File: config.mk
export PLATFORM = sky130hd
export DESIGN_NAME = svc_pix_fb
export DESIGN_NICKNAME = d
export VERILOG_FILES = /design/src/rtl/svc_axi_pkg.sv /design/src/rtl/svc_pix_fb.sv
export SDC_FILE = /design/constraint.sdc
export NUM_CORES = 1
export LEC_CHECK = 0
export BUFFER_PORTS_ARGS = -buffer_cell sky130_fd_sc_hd__buf_2
export CAP_MARGIN = 20
export CORE_UTILIZATION = 55
export DETAILED_ROUTE_END_ITERATION = 7
export PLACE_DENSITY = 0.92
export SLEW_MARGIN = 20
export SYNTH_ARGS = -nofsm -noshare
export SYNTH_HDL_FRONTEND = slang
export SYNTH_SLANG_ARGS = --single-unit
File: constraint.sdc
create_clock -name clk -period 5.92 [get_ports clk]
set_input_delay 0.592 -clock clk [delete_from_list [all_inputs] [get_ports clk]]
set_output_delay 0.592 -clock clk [all_outputs]
set_load 0.02 [all_outputs]
File: src/rtl/svc_axi_pkg.sv
// Shared AXI encodings used by the framebuffer writer and reader.
package svc_axi_pkg;

    localparam logic [1:0] AXI_BURST_FIXED = 2'b00;
    localparam logic [1:0] AXI_BURST_INCR  = 2'b01;

    localparam logic [1:0] AXI_RESP_OKAY   = 2'b00;
    localparam logic [1:0] AXI_RESP_EXOKAY = 2'b01;
    localparam logic [1:0] AXI_RESP_SLVERR = 2'b10;
    localparam logic [1:0] AXI_RESP_DECERR = 2'b11;

endpackage

File: src/rtl/svc_pix_fb.sv
// Pixel-stream-to-framebuffer writer: each visible (x, y, rgb) pixel becomes one
// single-beat AXI write at byte address (y*h_visible + x) << awsize.
module svc_pix_fb
    import svc_axi_pkg::*;
#(
    parameter int H_WIDTH         = 12,
    parameter int V_WIDTH         = 12,
    parameter int COLOR_WIDTH     = 4,
    parameter int AXI_ADDR_WIDTH  = 16,
    parameter int AXI_DATA_WIDTH  = 16,
    parameter int AXI_ID_WIDTH    = 4,
    parameter int MAX_OUTSTANDING = 4
) (
    input  logic                        clk,
    input  logic                        rst_n,
    input  logic                        s_pix_valid,
    input  logic [COLOR_WIDTH-1:0]      s_pix_red,
    input  logic [COLOR_WIDTH-1:0]      s_pix_grn,
    input  logic [COLOR_WIDTH-1:0]      s_pix_blu,
    input  logic [H_WIDTH-1:0]          s_pix_x,
    input  logic [V_WIDTH-1:0]          s_pix_y,
    output logic                        s_pix_ready,
    input  logic [H_WIDTH-1:0]          h_visible,
    input  logic [V_WIDTH-1:0]          v_visible,
    output logic                        m_axi_awvalid,
    input  logic                        m_axi_awready,
    output logic [AXI_ADDR_WIDTH-1:0]   m_axi_awaddr,
    output logic [AXI_ID_WIDTH-1:0]     m_axi_awid,
    output logic [7:0]                  m_axi_awlen,
    output logic [2:0]                  m_axi_awsize,
    output logic [1:0]                  m_axi_awburst,
    output logic                        m_axi_wvalid,
    input  logic                        m_axi_wready,
    output logic [AXI_DATA_WIDTH-1:0]   m_axi_wdata,
    output logic [AXI_DATA_WIDTH/8-1:0] m_axi_wstrb,
    output logic                        m_axi_wlast,
    input  logic                        m_axi_bvalid,
    input  logic [AXI_ID_WIDTH-1:0]     m_axi_bid,
    input  logic [1:0]                  m_axi_bresp,
    output logic                        m_axi_bready,
    output logic                        idle,
    output logic                        err
);

    localparam int AWSIZE  = $clog2(AXI_DATA_WIDTH / 8);
    localparam int CNT_W   = $clog2(MAX_OUTSTANDING + 1);
    localparam int IDX_W   = H_WIDTH + V_WIDTH;
    localparam int FULL_W  = IDX_W + AWSIZE + AXI_ADDR_WIDTH;
    localparam logic [CNT_W-1:0] CNT_MAX = CNT_W'(MAX_OUTSTANDING);

    logic                      awvalid_q, awvalid_d;
    logic                      wvalid_q, wvalid_d;
    logic [AXI_ADDR_WIDTH-1:0] awaddr_q, awaddr_d;
    logic [AXI_DATA_WIDTH-1:0] wdata_q, wdata_d;
    logic [CNT_W-1:0]          cnt_q, cnt_d;
    logic                      err_q, err_d;

    logic             accept;
    logic             in_range;
    logic             issue;
    logic             b_dec;
    logic [IDX_W-1:0] pix_idx;
    logic [FULL_W-1:0] byte_addr;

    // Response id carries no information here: every write uses id 0.
    logic unused_bid;
    assign unused_bid = ^m_axi_bid;

    // A new pixel may enter only when both output slots can take it and the
    // outstanding-write budget has room.
    assign s_pix_ready = (!awvalid_q || m_axi_awready)
                       && (!wvalid_q || m_axi_wready)
                       && (cnt_q < CNT_MAX);
    assign accept   = s_pix_valid && s_pix_ready;
    assign in_range = (s_pix_x < h_visible) && (s_pix_y < v_visible);
    assign issue    = accept && in_range;
    assign b_dec    = m_axi_bvalid && (cnt_q != '0);

    // Linear pixel index and its byte address; upper bits beyond the bus are dropped.
    assign pix_idx   = {{H_WIDTH{1'b0}}, s_pix_y} * {{V_WIDTH{1'b0}}, h_visible}
                     + {{V_WIDTH{1'b0}}, s_pix_x};
    assign byte_addr = FULL_W'(pix_idx) << AWSIZE;

    // Next-state for both AXI slots, the outstanding counter and the sticky error.
    always_comb begin
        awvalid_d = awvalid_q && !m_axi_awready;
        wvalid_d  = wvalid_q && !m_axi_wready;
        awaddr_d  = awaddr_q;
        wdata_d   = wdata_q;
        cnt_d     = cnt_q;
        err_d     = err_q;
        if (issue) begin
            awvalid_d = 1'b1;
            wvalid_d  = 1'b1;
            awaddr_d  = byte_addr[AXI_ADDR_WIDTH-1:0];
            wdata_d   = AXI_DATA_WIDTH'({s_pix_red, s_pix_grn, s_pix_blu});
        end
        case ({issue, b_dec})
            2'b10:   cnt_d = cnt_q + 1'b1;
            2'b01:   cnt_d = cnt_q - 1'b1;
            default: cnt_d = cnt_q;
        endcase
        if (m_axi_bvalid && (m_axi_bresp != AXI_RESP_OKAY)) begin
            err_d = 1'b1;
        end
    end

    // Control state: cleared by reset, abandoning any in-flight writes.
    always_ff @(posedge clk) begin
        if (!rst_n) begin
            awvalid_q <= 1'b0;
            wvalid_q  <= 1'b0;
            cnt_q     <= '0;
            err_q     <= 1'b0;
        end else begin
            awvalid_q <= awvalid_d;
            wvalid_q  <= wvalid_d;
            cnt_q     <= cnt_d;
            err_q     <= err_d;
        end
    end

    // Payload registers are qualified by their valids, so they need no reset.
    always_ff @(posedge clk) begin
        awaddr_q <= awaddr_d;
        wdata_q  <= wdata_d;
    end

    assign m_axi_awvalid = awvalid_q;
    assign m_axi_awaddr  = awaddr_q;
    assign m_axi_awid    = '0;
    assign m_axi_awlen   = 8'd0;
    assign m_axi_awsize  = 3'(AWSIZE);
    assign m_axi_awburst = AXI_BURST_INCR;
    assign m_axi_wvalid  = wvalid_q;
    assign m_axi_wdata   = wdata_q;
    assign m_axi_wstrb   = '1;
    assign m_axi_wlast   = 1'b1;
    assign m_axi_bready  = 1'b1;
    assign idle          = (cnt_q == '0) && !awvalid_q && !wvalid_q;
    assign err           = err_q;

endmodule
; Yosys cells after proc, flatten, opt, wreduce, memory -nomap -nowiden
; Index checks and enable logic that the tools add are counted.
[classes]
add_sub_neg = 3
n_mul = 1
magnitude_cmp = 3
eq_ne = 2
mux = 3
reduce_logical = 21
[op_table]
columns = operator, n
row1 = $lt A12 B12 Y1, 2
row2 = $add A15 B12 Y15, 1
row3 = $mul A12 B12 Y15, 1
row4 = $logic_and A1 B1 Y1, 11
row5 = $pmux W3 S2, 1
row6 = $logic_not A1 Y1, 4
row7 = $reduce_bool A2 Y1, 2
row8 = $add A3 B1 Y3 const B, 1
row9 = $logic_not A3 Y1, 1
row10 = $lt A3 B3 Y1 const B, 1
row11 = $reduce_bool A3 Y1, 1
row12 = $sub A3 B1 Y3 const B, 1
row13 = $eq A2 B1 Y1 const B, 1
row14 = $eq A2 B2 Y1 const B, 1
row15 = $logic_or A1 B1 Y1, 2
row16 = $mux W1, 2
[totals]
ff_bits = 33
in_bits = 72
out_inout_bits = 58
elab_cells = 39

; Logic depth before layout (Yosys ltp)
[depth]
word_depth = 8
depth_mapped = 19

; Worst setup path before layout
; OpenSTA, ideal clock, no wires.
[synth_timing]
path_type = input port to flip-flop
start = in s_pix_y[5]
end = reg awaddr_q[14], in the netlist m_axi_awaddr[14], data pin
setup_time_ns = 0.258
t_arrival_ns = 4.906
required_ns = 5.662
setup_slack_ns = 0.756
stages = 18
n_path_buf = 1
path_cell_list = clkbuf_1 and2_1 fa_1 inv_1 fa_1 inv_1 fa_1 inv_1 fa_1 fa_1 inv_1 ha_1 inv_1 o21bai_1 a2111o_1 a31o_1 a21oi_2 xnor2_1
[synth_via]
elab_chain_cells = 2
[synth_lines]
columns = item, line_no
row1 = start: declaration, svc_pix_fb.sv:21  ; input logic [V_WIDTH-1:0] s_pix_y,
row2 = $mul A12 B12 Y15, svc_pix_fb.sv:80  ; assign pix_idx = {{H_WIDTH{1'b0}}, s_pix_y} * {{V_WIDTH{1'b0}}, h_visible}
row3 = $add A15 B12 Y15, svc_pix_fb.sv:81  ; + {{V_WIDTH{1'b0}}, s_pix_x};
row4 = named net pix_idx[13], svc_pix_fb.sv:62  ; logic [IDX_W-1:0] pix_idx;
row5 = end signal: assignment, svc_pix_fb.sv:125  ; awaddr_q <= awaddr_d;
row6 = end: declaration, svc_pix_fb.sv:53  ; logic [AXI_ADDR_WIDTH-1:0] awaddr_q, awaddr_d;
; The timed path passes the listed nets, and every way through them passes these cells.
; A chain may end at the register's enable or synchronous reset.

; Worst setup path after layout
[layout_timing]
start = in s_pix_y[5]
end = reg awaddr_q[15], in the netlist m_axi_awaddr[15], data pin
; The elaborated chain is that of the path after synthesis.

==> qor.csv <==
metric;value;unit
initial detailed-routing violation count;202;
Pwr per Cell Area;411.3;mW/mm^2
via count;4028;
residual DRC count;0;
critical path required time;5.96;ns
initial core utilization;57.08;%
vias in the first global route;4383;
Slew @ Worst Pin;0.9674;ns
dpl hpwl;9.736;mm
Die Y;100.4;um
post-layout net count;880;
gr usage total;24.38;%
Num CTS Buffers;5;
Avg Cell Area, Syn;9.211;sq um
final setup skew;0.01205;ns
WL/cell;14.36;um
fin. max-slew vios;0;
synth-to-layout area growth;11.30;%
Max Cap Viol;0;
largest net degree at the start of global routing;28;
Worst Hold Class;reg -> reg;
hold_buf cts;0;
clock root cell;clkbuf_8;
Longest Clk Path Bufs;2;
clk slew on worst S/H paths;0.07;ns
count of input and output buffers;99;
CP Capture Type;register;
Pleak;3.164;nW
Initial DRT Pass Iterations;4;
Post-CTS Setup Inserts;0;
initial antenna violation count;0;
layout cell share with drive strength beyond 1;16.02;%
Ys Warns;0;
Non-Filler Instances;797;
# IOs;130;
CTS tree;done;
Clock Latency Late Sink;0.29;ns
first-pass GRT wire length;18.87;mm
Setup TNS;0;ns
mapped cell area;0.005324;sq mm
worst setup margin;0.6866;ns
dpl cells;789;
post-cts sizing count;0;
crit share post-route;88.40;%
final worst path period need;5.233;ns
ant diodes;0;
H-tree depth;2;
Final Hold Fails;0;
Placer Congestion;0.8924;
CTS sink cnt;33;
Max-slew headroom;35.43;%
pre-CTS setup slack;0.4549;ns
most common library cell in the layout ignoring fill and taps;inv_1;
routed vias/inst;5.054;
outcome;complete, no violations;
Crit Path Class;in -> reg;
Core Region;0.009328;sq mm
Placed Area;0.005819;sq mm
FF+latch count, synth;33;
RSZ-0062 raised after global routing;false;
Die Footprint;0.01008;sq mm
part of the Yosys area used for sequential elements;17.49;%
Arr. time, crit path;5.28;ns
Synth Instances;578;
antenna-violating nets left;0;
most frequent cells in the layout;inv_1 (142), buf_2 (99), fa_1 (78), nand2_1 (72), ha_1 (63);
Die Width;100.4;um
Max VDD drop;0.3155;mV
Final Routed Wirelength;11.45;mm
GRT Residual Overflow;0;
Synth Flop Type;edfxtp_1;
Achievable Freq;191.1;MHz
Finished Cell Area;0.005926;sq mm
Max Fanout on Critical Path;11;
Final Setup Violations;0;
crit path launch type;primary input;
asr flop ratio synth;0;%
final cell utilization of the core;63.53;%
num rows;35;
EDFF count, synth;27;
Netlist cell types;32;
-- critical path, stage by stage --
cell,delay (ns)
buf_2,0.18
and2_1,0.20
fa_1,0.54
inv_1,0.06
fa_1,0.50
inv_1,0.05
fa_1,0.49
inv_1,0.05
fa_1,0.46
fa_1,0.54
inv_1,0.04
ha_1,0.34
nand2_1,0.08
o21ai_1,0.09
o41ai_1,0.62
nand4b_1,0.22
a21oi_1,0.09
xnor2_1,0.14
-- power breakdown --
group | internal, mW | total, mW | switching (mW)
sequential | 0.399 | 0.414 | 0.0149
clock | 0.124 | 0.204 | 0.0801
combinational | 0.794 | 1.82 | 1.02
-- kinds of logic (layout without fill, tap and decap cells) --
logic type	Yosys count	count (layout)	share of synthesized area [%]
buf+inv	183	249	14.74
other cells	2	26	0.1411
flops	33	33	17.49
compound gates	39	39	4.912
xor+xnor	30	30	4.935
fa+ha+maj	141	141	44.14
simple gates	150	150	13.65
-- per-layer routing --
| metal | wire length, um | share of wire [%] | up-vias | global-route usage (%) |
|---|---|---|---|---|
| met1 | 4162 | 36 | 1936 | 25.42 |
| met3 | 717 | 6.3 | 41 | 4.248 |
| li1 | - | - | 1857 | - |
| met2 | 6068 | 53 | 194 | 46.73 |
| met4 | 500 | 4.4 | 0 | 12.04 |
| met5 | 0 | 0 | - | 0 |
-- Yosys cell counts, types with 2 or more instances --
| library cell | n | share of area (%) |
|---|---|---|
| nor2_1 | 10 | 0.71 |
| o21bai_1 | 2 | 0.28 |
| a21o_1 | 9 | 1.3 |
| nand2b_1 | 4 | 0.47 |
| inv_1 | 142 | 10 |
| edfxtp_1 | 27 | 15 |
| or3_1 | 2 | 0.23 |
| xnor2_1 | 25 | 4.1 |
| fa_1 | 78 | 29 |
| a21boi_0 | 3 | 0.42 |
| conb_1 | 2 | 0.14 |
| ha_1 | 63 | 15 |
| o21ai_0 | 6 | 0.56 |
| buf_4 | 26 | 3.7 |
| nor3_1 | 4 | 0.38 |
| o21a_1 | 2 | 0.28 |
| dfxtp_1 | 6 | 2.3 |
| xor2_1 | 5 | 0.82 |
| nand2_1 | 72 | 5.1 |
| a21oi_1 | 9 | 0.85 |
| nand3_1 | 3 | 0.28 |
| a21oi_2 | 2 | 0.33 |
| clkbuf_1 | 15 | 1.1 |
| nand4_1 | 3 | 0.35 |
| and2_1 | 51 | 6.0 |
-- cell type report --
| cell class | instances | area, sq um |
|---|---|---|
| clock buffer | 6 | 72.57 |
| clock inverter | 2 | 33.78 |
| fill | 782 | 3402 |
| inverter | 142 | 533.0 |
| multi-input combinational | 386 | 3699 |
| sequential | 33 | 930.9 |
| tap | 129 | 161.4 |
| timing repair buffer | 99 | 495.5 |
-- path summary, 6_finish.rpt --
check / startpoint / end / slack [ns] / cells past startpoint
max: s_pix_y[5] / m_axi_awaddr[15] / 0.69 / 18
min: err / err / 0.47 / 1
max reg2reg: m_axi_awvalid / cnt_q[2] / 3.54 / 12
min reg2reg: err / err / 0.47 / 1
-- per-stage QoR --
stage	total power, mW	hold slack (ns)
2_1_floorplan	1.836	0.4731
6_report	2.437	0.4737
3_5_place_dp	2.233	0.4579
5_1_grt	2.709	0.4641
3_3_place_gp	2.125	0.4436
4_1_cts	2.459	0.4732
-- state kept, by name, summed over array words and instances (netlist names) --
register	cells
cnt_q	3
err	1
m_axi_awaddr	15
m_axi_awvalid	1
m_axi_wdata	12
m_axi_wvalid	1
Power figures use the tool's default switching activity.
